<file path="src/rtl/alu_seq.sv">
// alu_seq: multi-cycle ALU with registered result and persistent z/c/n/v flags.
// One operation is accepted per valid/ready handshake. Add/sub/logic/compare
// finish on the accepting edge; shifts and popcount step once per clock.
module alu_seq #(
  parameter  int W  = 8,
  localparam int CW = $clog2(W + 1)
) (
  input  logic         clk,
  input  logic         reset,
  input  logic         in_valid,
  output logic         in_ready,
  input  logic         optype,
  input  logic [3:0]   op,
  input  logic [W-1:0] acc_in,
  input  logic [W-1:0] reg_in,
  output logic         out_valid,
  output logic [W-1:0] result,
  output logic         z,
  output logic         c,
  output logic         n,
  output logic         v,
  output logic         busy,
  output logic         illegal
);

  // FSM encoding
  localparam logic [0:0] ST_IDLE = 1'b0;
  localparam logic [0:0] ST_ITER = 1'b1;

  // Opcodes understood when optype is 0
  localparam logic [3:0] OP_ADD    = 4'b0010;
  localparam logic [3:0] OP_SUB    = 4'b0011;
  localparam logic [3:0] OP_SHL    = 4'b0100;
  localparam logic [3:0] OP_SHR    = 4'b0101;
  localparam logic [3:0] OP_AND    = 4'b0110;
  localparam logic [3:0] OP_OR     = 4'b0111;
  localparam logic [3:0] OP_XOR    = 4'b1000;
  localparam logic [3:0] OP_POPCNT = 4'b1001;
  localparam logic [3:0] OP_CMP    = 4'b1010;

  // Iteration count for a full-width shift or a popcount, and W widened so it
  // can be compared against an operand without truncation.
  localparam logic [CW-1:0] W_CNT = CW'(W);
  localparam logic [W:0]    W_EXT = (W + 1)'(W);

  // State and working registers
  logic [0:0]    state;
  logic [3:0]    op_q;
  logic [W-1:0]  work;
  logic [CW-1:0] pop_cnt;
  logic [CW-1:0] cnt;

  // Next-state values
  logic [0:0]    state_d;
  logic [3:0]    op_d;
  logic [W-1:0]  work_d;
  logic [CW-1:0] pop_d;
  logic [CW-1:0] cnt_d;
  logic [W-1:0]  result_d;
  logic          z_d, c_d, n_d, v_d;
  logic          out_valid_d, illegal_d;
  logic          set_zn;

  // Datapath intermediates
  logic [W:0]    sum;
  logic [W-1:0]  diff;
  logic [CW-1:0] shift_n;
  logic [W-1:0]  step_work;
  logic          step_carry;
  logic [CW-1:0] step_pop;

  assign in_ready = (state == ST_IDLE);
  assign busy     = (state == ST_ITER);

  // Shift distance saturates at W: anything longer clears the operand anyway
  always_comb begin
    if ({1'b0, reg_in} >= W_EXT) shift_n = W_CNT;
    else                         shift_n = reg_in[CW-1:0];
  end

  // Single-cycle arithmetic on the presented operands
  always_comb begin
    sum  = {1'b0, acc_in} + {1'b0, reg_in};
    diff = acc_in - reg_in;
  end

  // One iteration step of the op currently held in op_q
  always_comb begin
    step_work  = work;
    step_carry = 1'b0;
    step_pop   = pop_cnt;
    case (op_q)
      OP_SHL: begin
        step_work  = {work[W-2:0], 1'b0};
        step_carry = work[W-1];
      end
      OP_SHR: begin
        step_work  = {1'b0, work[W-1:1]};
        step_carry = work[0];
      end
      default: begin
        step_work = work >> 1;
        step_pop  = pop_cnt + CW'(work[0]);
      end
    endcase
  end

  // Next-state logic: accept in IDLE, step in ITER, flags only move on completion
  always_comb begin
    state_d     = state;
    op_d        = op_q;
    work_d      = work;
    pop_d       = pop_cnt;
    cnt_d       = cnt;
    result_d    = result;
    z_d         = z;
    c_d         = c;
    n_d         = n;
    v_d         = v;
    out_valid_d = 1'b0;
    illegal_d   = 1'b0;
    set_zn      = 1'b0;

    if (state == ST_IDLE) begin
      if (in_valid) begin
        op_d = op;
        if (optype) begin
          out_valid_d = 1'b1;
          illegal_d   = 1'b1;
        end else begin
          case (op)
            OP_ADD: begin
              result_d    = sum[W-1:0];
              c_d         = sum[W];
              v_d         = (acc_in[W-1] == reg_in[W-1]) && (sum[W-1] != acc_in[W-1]);
              set_zn      = 1'b1;
              out_valid_d = 1'b1;
            end
            OP_SUB: begin
              result_d    = diff;
              c_d         = (acc_in < reg_in);
              v_d         = (acc_in[W-1] != reg_in[W-1]) && (diff[W-1] != acc_in[W-1]);
              set_zn      = 1'b1;
              out_valid_d = 1'b1;
            end
            OP_AND: begin
              result_d    = acc_in & reg_in;
              set_zn      = 1'b1;
              out_valid_d = 1'b1;
            end
            OP_OR: begin
              result_d    = acc_in | reg_in;
              set_zn      = 1'b1;
              out_valid_d = 1'b1;
            end
            OP_XOR: begin
              result_d    = acc_in ^ reg_in;
              set_zn      = 1'b1;
              out_valid_d = 1'b1;
            end
            OP_CMP: begin
              z_d         = (acc_in == reg_in);
              n_d         = (acc_in < reg_in);
              out_valid_d = 1'b1;
            end
            OP_SHL, OP_SHR: begin
              if (shift_n == '0) begin
                result_d    = acc_in;
                c_d         = 1'b0;
                set_zn      = 1'b1;
                out_valid_d = 1'b1;
              end else begin
                work_d  = acc_in;
                cnt_d   = shift_n;
                state_d = ST_ITER;
              end
            end
            OP_POPCNT: begin
              work_d  = reg_in;
              pop_d   = '0;
              cnt_d   = W_CNT;
              state_d = ST_ITER;
            end
            default: begin
              out_valid_d = 1'b1;
              illegal_d   = 1'b1;
            end
          endcase
        end
      end
    end else begin
      work_d = step_work;
      pop_d  = step_pop;
      cnt_d  = cnt - CW'(1);
      if (cnt == CW'(1)) begin
        state_d     = ST_IDLE;
        out_valid_d = 1'b1;
        set_zn      = 1'b1;
        if (op_q == OP_POPCNT) begin
          result_d = W'(step_pop);
        end else begin
          result_d = step_work;
          c_d      = step_carry;
        end
      end
    end

    if (set_zn) begin
      z_d = (result_d == '0);
      n_d = result_d[W-1];
    end
  end

  // State, operand and output registers; reset abandons any op in flight
  always_ff @(posedge clk or posedge reset) begin
    if (reset) begin
      state     <= ST_IDLE;
      op_q      <= '0;
      work      <= '0;
      pop_cnt   <= '0;
      cnt       <= '0;
      result    <= '0;
      z         <= 1'b0;
      c         <= 1'b0;
      n         <= 1'b0;
      v         <= 1'b0;
      out_valid <= 1'b0;
      illegal   <= 1'b0;
    end else begin
      state     <= state_d;
      op_q      <= op_d;
      work      <= work_d;
      pop_cnt   <= pop_d;
      cnt       <= cnt_d;
      result    <= result_d;
      z         <= z_d;
      c         <= c_d;
      n         <= n_d;
      v         <= v_d;
      out_valid <= out_valid_d;
      illegal   <= illegal_d;
    end
  end

endmodule

</file>
<file path="config.mk">
export PLATFORM = sky130hd
export DESIGN_NAME = alu_seq
export DESIGN_NICKNAME = d
export VERILOG_FILES = /design/src/rtl/alu_seq.sv
export SDC_FILE = /design/constraint.sdc
export NUM_CORES = 1
export LEC_CHECK = 0
export CELL_PAD_IN_SITES_DETAIL_PLACEMENT = 0
export CELL_PAD_IN_SITES_GLOBAL_PLACEMENT = 2
export CORE_ASPECT_RATIO = 0.9
export CORE_MARGIN = 2
export CORE_UTILIZATION = 30
export DETAILED_ROUTE_END_ITERATION = 10
export PLACE_DENSITY_LB_ADDON = 0.1
export SETUP_SLACK_MARGIN = 0.3
export SLEW_MARGIN = 20
export SYNTH_ARGS = -nofsm -noshare
export SYNTH_HDL_FRONTEND = slang
export SYNTH_SLANG_ARGS = --single-unit
</file>
<file path="constraint.sdc">
create_clock -name clk -period 3.1 [get_ports clk]
set_clock_uncertainty 0.05 [all_clocks]
set_input_delay 0.62 -clock clk [delete_from_list [all_inputs] [get_ports clk]]
set_output_delay 0.62 -clock clk [all_outputs]
set_load 0.05 [all_outputs]
</file>
==> PnR_summary.wiki <==
{| class="wikitable"
! Metric !! Value
|-
| Maximum Capacitance Violations || 0
|-
| Total negative slack for setup checks || -0.0998 ns
|-
| Worst-path clk slew || 0.06 ns
|-
| Setup Viol. Count Final || 1
|-
| FF-to-FF path depth || 8
|-
| Placed Cells || 724
|-
| Overall track demand over capacity in global routing || 0.218
|-
| Synthesis-to-layout area growth || 58.5%
|-
| TritonRoute pass-1 iters || 4
|-
| Number of levels in the clock H-tree || 2
|-
| Beginning of the critical path || acc_in[0]
|-
| Standard cell area after detailed placement || roughly 4900 µm²
|-
| TritonCTS clock tree || yes
|-
| Vias/cell || slightly above 5
|-
| Wire length of the first global-routing pass || 20300 µm
|-
| Nature of the critical path startpoint || input port
|-
| Die footprint || roughly 12000 µm²
|-
| Final Cycle Share || 1.03
|-
| Max VDD drop || about 0.38 mV
|-
| Outcome || finished with violations
|-
| Clock sinks || 35
|-
| Final min period || 3.20 ns
|-
| Crit Reg-Reg Startpoint || op_q[1]
|-
| Crit path arrival time || ~3.4 ns
|-
| Minimum hold slack || around 0.44 ns
|-
| Initial antenna violation count || 0
|-
| Average cell area after synthesis || 7.84 µm²
|-
| Setup repair after global routing missed its margin || true
|-
| Max clock buf depth || 2
|-
| Setup slack of the worst register-to-register path || 0.26 ns
|-
| Async S/R FF share, synth || 1.00
|-
| Largest delay contributor family on the critical path || simple AND/OR/NAND/NOR gates
|-
| Post-Synthesis Cell Area || 3390 µm²
|-
| CTS hold repair buffers || 0
|-
| Worst stage delay on the critical path || 0.51 ns
|-
| Skew-Pair Late Insertion Delay || 0.28 ns
|-
| Row cnt || 36
|-
| Failing checks || setup timing
|-
| Class of the tightest hold or removal check || flop to flop
|-
| Maximum number of pins on one net before global-route repair || 36
|-
| Pwr dens || 606 nW/µm²
|-
| Count of cell instances traversed by the critical path || 12
|-
| Relative slew margins || 0.228
|-
| Register bit count reported by yosys || 35
|-
| Max-slew violations || 0
|-
| Measured slew at the worst slew-check pin || 1.16 ns
|-
| Cell count after synthesis || 433
|-
| Initial Utilization || 0.310
|-
| Top flip-flop cell by instance count after synthesis || sky130_fd_sc_hd__dfrtp_1
|-
| Total via count in the routed design || between 3000 and 4000
|-
| Die Ht || about 100 µm
|-
| Element type at the critical path end || flop
|-
| Master cell of the clock root buffer || sky130_fd_sc_hd__clkbuf_16
|-
| Standard cell with the maximum stage delay on the critical path || sky130_fd_sc_hd__or4_4
|-
| Wire length per cell || 17.8 µm
|-
| Largest fanout on the critical path || 2
|-
| Total number of nets in the final design || roughly 640
|-
| Final cell count without fillers || 743
|-
| Number of placed I/O pins || 40
|-
| Count of input and output buffers || 39
|-
| Yosys warnings || 0
|-
| Highest attainable clock frequency || 0.313 GHz
|-
| End point of the critical path || z
|-
| Critical path buffer and inverter count || 3
|-
| Reported leakage power || 2.35 nW
|-
| Core area || 10900 µm²
|-
| Final Hold Violating Endpoints || 0
|-
| Proportion of synthesized chip area in sequential cells || 0.258
|-
| Distinct cells, synth || 67
|-
| Worst reg2reg path endpoint || z
|-
| Residual DRC count || 0
|-
| Required time of the critical path || 3.25 ns
|-
| Fraction of layout instances using a drive strength above 1 || 0.362
|-
| Design area || between 5000 and 6000 µm²
|-
| Routed wire length || 13200 µm
|-
| Pwr Total || ~3.3 mW
|-
| DPL Wire Length || approximately 11000 µm
|-
| Gpl congestion || 0.916
|-
| Number of instances on the worst hold path || 2
|-
| DR iter-0 viols || 190
|-
| Residual antenna-violating net count after detailed routing || 0
|-
| Critical path class || input port to flop
|-
| Count of inserted antenna diode cells || 0
|-
| Horiz. Die Dim || between 100 and 150 µm
|-
| Number of nets in the synthesized netlist || 487
|-
| Global-route congestion overflow total || 0
|-
| Final worst-path setup slack || -0.0998 ns
|-
| Number of clock buffers inserted by TritonCTS || 5
|-
| CP Cell Sequence || buf_8 -> clkinv_4 -> ha_4 -> inv_2 -> fa_1 -> mux2_4 -> a221o_1 -> o221ai_2 -> a21oi_2 -> or4b_4 -> or4_4 -> o31ai_4
|-
| Number of enable-type register cells in the synthesized netlist || 0
|-
| Vias in the first global route || 3635
|}
## how the worst min path moves through the flow
stage	startpoint	slack, ns	to
global route	pop_cnt[0]	0.46	pop_cnt[0]
floorplan	pop_cnt[0]	0.40	pop_cnt[0]
CTS	result[0]	0.45	result[0]
detailed placement	result[0]	0.43	result[0]
finish	result[0]	0.44	result[0]
global placement	result[0]	0.42	result[0]
## placed cells by master, fill, tap and decap left out, types with 4 or more instances in the layout
master | synthesis | layout
sky130_fd_sc_hd__buf_4 | 0 | 129
sky130_fd_sc_hd__nor2_1 | 55 | 52
sky130_fd_sc_hd__a21oi_1 | 45 | 40
sky130_fd_sc_hd__dfrtp_1 | 35 | 35
sky130_fd_sc_hd__nand2_1 | 33 | 33
sky130_fd_sc_hd__o21ai_0 | 31 | 29
sky130_fd_sc_hd__clkdlybuf4s50_1 | 0 | 21
sky130_fd_sc_hd__inv_1 | 27 | 19
sky130_fd_sc_hd__ha_1 | 28 | 18
sky130_fd_sc_hd__mux2i_1 | 12 | 12
sky130_fd_sc_hd__a211oi_1 | 10 | 8
sky130_fd_sc_hd__nor3_1 | 9 | 8
sky130_fd_sc_hd__ha_4 | 0 | 8
sky130_fd_sc_hd__inv_2 | 0 | 7
sky130_fd_sc_hd__dlygate4sd2_1 | 0 | 7
sky130_fd_sc_hd__nand4_1 | 6 | 6
sky130_fd_sc_hd__nor4_1 | 6 | 6
sky130_fd_sc_hd__buf_6 | 0 | 6
sky130_fd_sc_hd__xnor2_1 | 6 | 5
sky130_fd_sc_hd__nand2b_1 | 5 | 5
sky130_fd_sc_hd__o21bai_1 | 5 | 5
sky130_fd_sc_hd__a31oi_1 | 5 | 5
sky130_fd_sc_hd__nand3_1 | 6 | 5
sky130_fd_sc_hd__clkbuf_16 | 0 | 5
sky130_fd_sc_hd__or4_4 | 0 | 4
sky130_fd_sc_hd__o22ai_1 | 4 | 4
sky130_fd_sc_hd__nor2b_1 | 4 | 4
sky130_fd_sc_hd__a21oi_2 | 0 | 4
sky130_fd_sc_hd__a211oi_2 | 2 | 4
sky130_fd_sc_hd__o21ai_1 | 2 | 4
sky130_fd_sc_hd__mux2_2 | 4 | 4
## timing repair
| action | 4_1_cts | 5_1_grt |
|---|---|---|
| setup endpoints to repair | 22 | 16 |
| pin swaps | 21 | 20 |
| setup buffers | 9 | 2 |
| resized for setup | 63 | 37 |
## flip-flops by register name (all words and copies together) (netlist names)
name       count
busy           1
c              1
cnt            4
illegal        1
n              1
op_q           4
out_valid      1
pop_cnt        4
result         8
v              1
work           8
z              1
## synthesized netlist by cell type, types with 3 or more instances
master	number	area [µm²]
sky130_fd_sc_hd__a221oi_1	4	35.0
sky130_fd_sc_hd__o221ai_1	6	52.6
sky130_fd_sc_hd__ha_1	28	350
sky130_fd_sc_hd__o21bai_1	5	37.5
sky130_fd_sc_hd__buf_1	5	18.8
sky130_fd_sc_hd__o21ai_0	31	155
sky130_fd_sc_hd__nor4_1	6	37.5
sky130_fd_sc_hd__a21oi_1	45	225
sky130_fd_sc_hd__inv_1	27	101
sky130_fd_sc_hd__nor2_1	55	206
sky130_fd_sc_hd__nand4bb_1	3	33.8
sky130_fd_sc_hd__a211oi_1	10	75.1
sky130_fd_sc_hd__or4_1	5	37.5
sky130_fd_sc_hd__nand2_1	33	124
sky130_fd_sc_hd__mux2_2	4	45.0
sky130_fd_sc_hd__nand2b_1	5	31.3
sky130_fd_sc_hd__a31oi_1	5	31.3
sky130_fd_sc_hd__xnor2_1	6	52.6
sky130_fd_sc_hd__nor2b_1	4	25.0
sky130_fd_sc_hd__nor3_1	9	45.0
sky130_fd_sc_hd__o22ai_1	4	25.0
sky130_fd_sc_hd__a21o_1	3	22.5
sky130_fd_sc_hd__clkbuf_1	18	67.6
sky130_fd_sc_hd__mux2i_1	12	120
sky130_fd_sc_hd__nor3b_1	5	37.5
sky130_fd_sc_hd__nand3_1	6	30.0
sky130_fd_sc_hd__dfrtp_1	35	876
sky130_fd_sc_hd__nand4_1	6	37.5
## kinds of logic after synthesis
group,count (synthesis),share of synthesized area
compound gates,139,0.268
xor+xnor,7,0.0181
fa+ha+maj,30,0.115
buf+inv,53,0.0594
flops,35,0.258
mux,17,0.0520
simple gates,152,0.229
## routing by layer
metal / global-route usage / vias to the layer above / wire (µm)
li1: - / 1896 / -
met1: 0.343 / 1857 / 6710
met2: 0.328 / 90 / 5880
met3: 0.0284 / 5 / 599
met4: 0.0162 / 0 / 31
met5: 0 / - / 0
## worst reg2reg max path, delay by kind of cell (launching register included)
family / cells / cell delay (ns)
and+or+nand+nor: 4 / 1.69
AOI/OAI and AO/OA: 3 / 0.48
DFF: 1 / 0.41
xor gates and xnor gates: 1 / 0.13
## through the flow
step / worst slack, ns / utilization
4_1_cts: -0.166 / 0.481
5_1_grt: -0.147 / 0.491
6_report: -0.0998 / 0.491
3_5_place_dp: -0.928 / 0.445
2_1_floorplan: -0.170 / -
3_3_place_gp: -0.845 / 0.445
## where the power goes
group | switching, mW | internal, mW | total, mW
clock network | 0.208 | 0.296 | 0.504
registers | 0.180 | 0.654 | 0.834
logic | 1.09 | 0.836 | 1.92
## final cells by class
type,instances,area (µm²)
Inverter,28,110
Fill cell,1113,5570
Multi-Input combinational cell,345,2610
Tap cell,152,190
Timing Repair Buffer,175,1450
Clock inverter,3,20.0
Clock buffer,5,125
Sequential cell,35,876
Note: power is estimated with default switching activity, not from simulation.
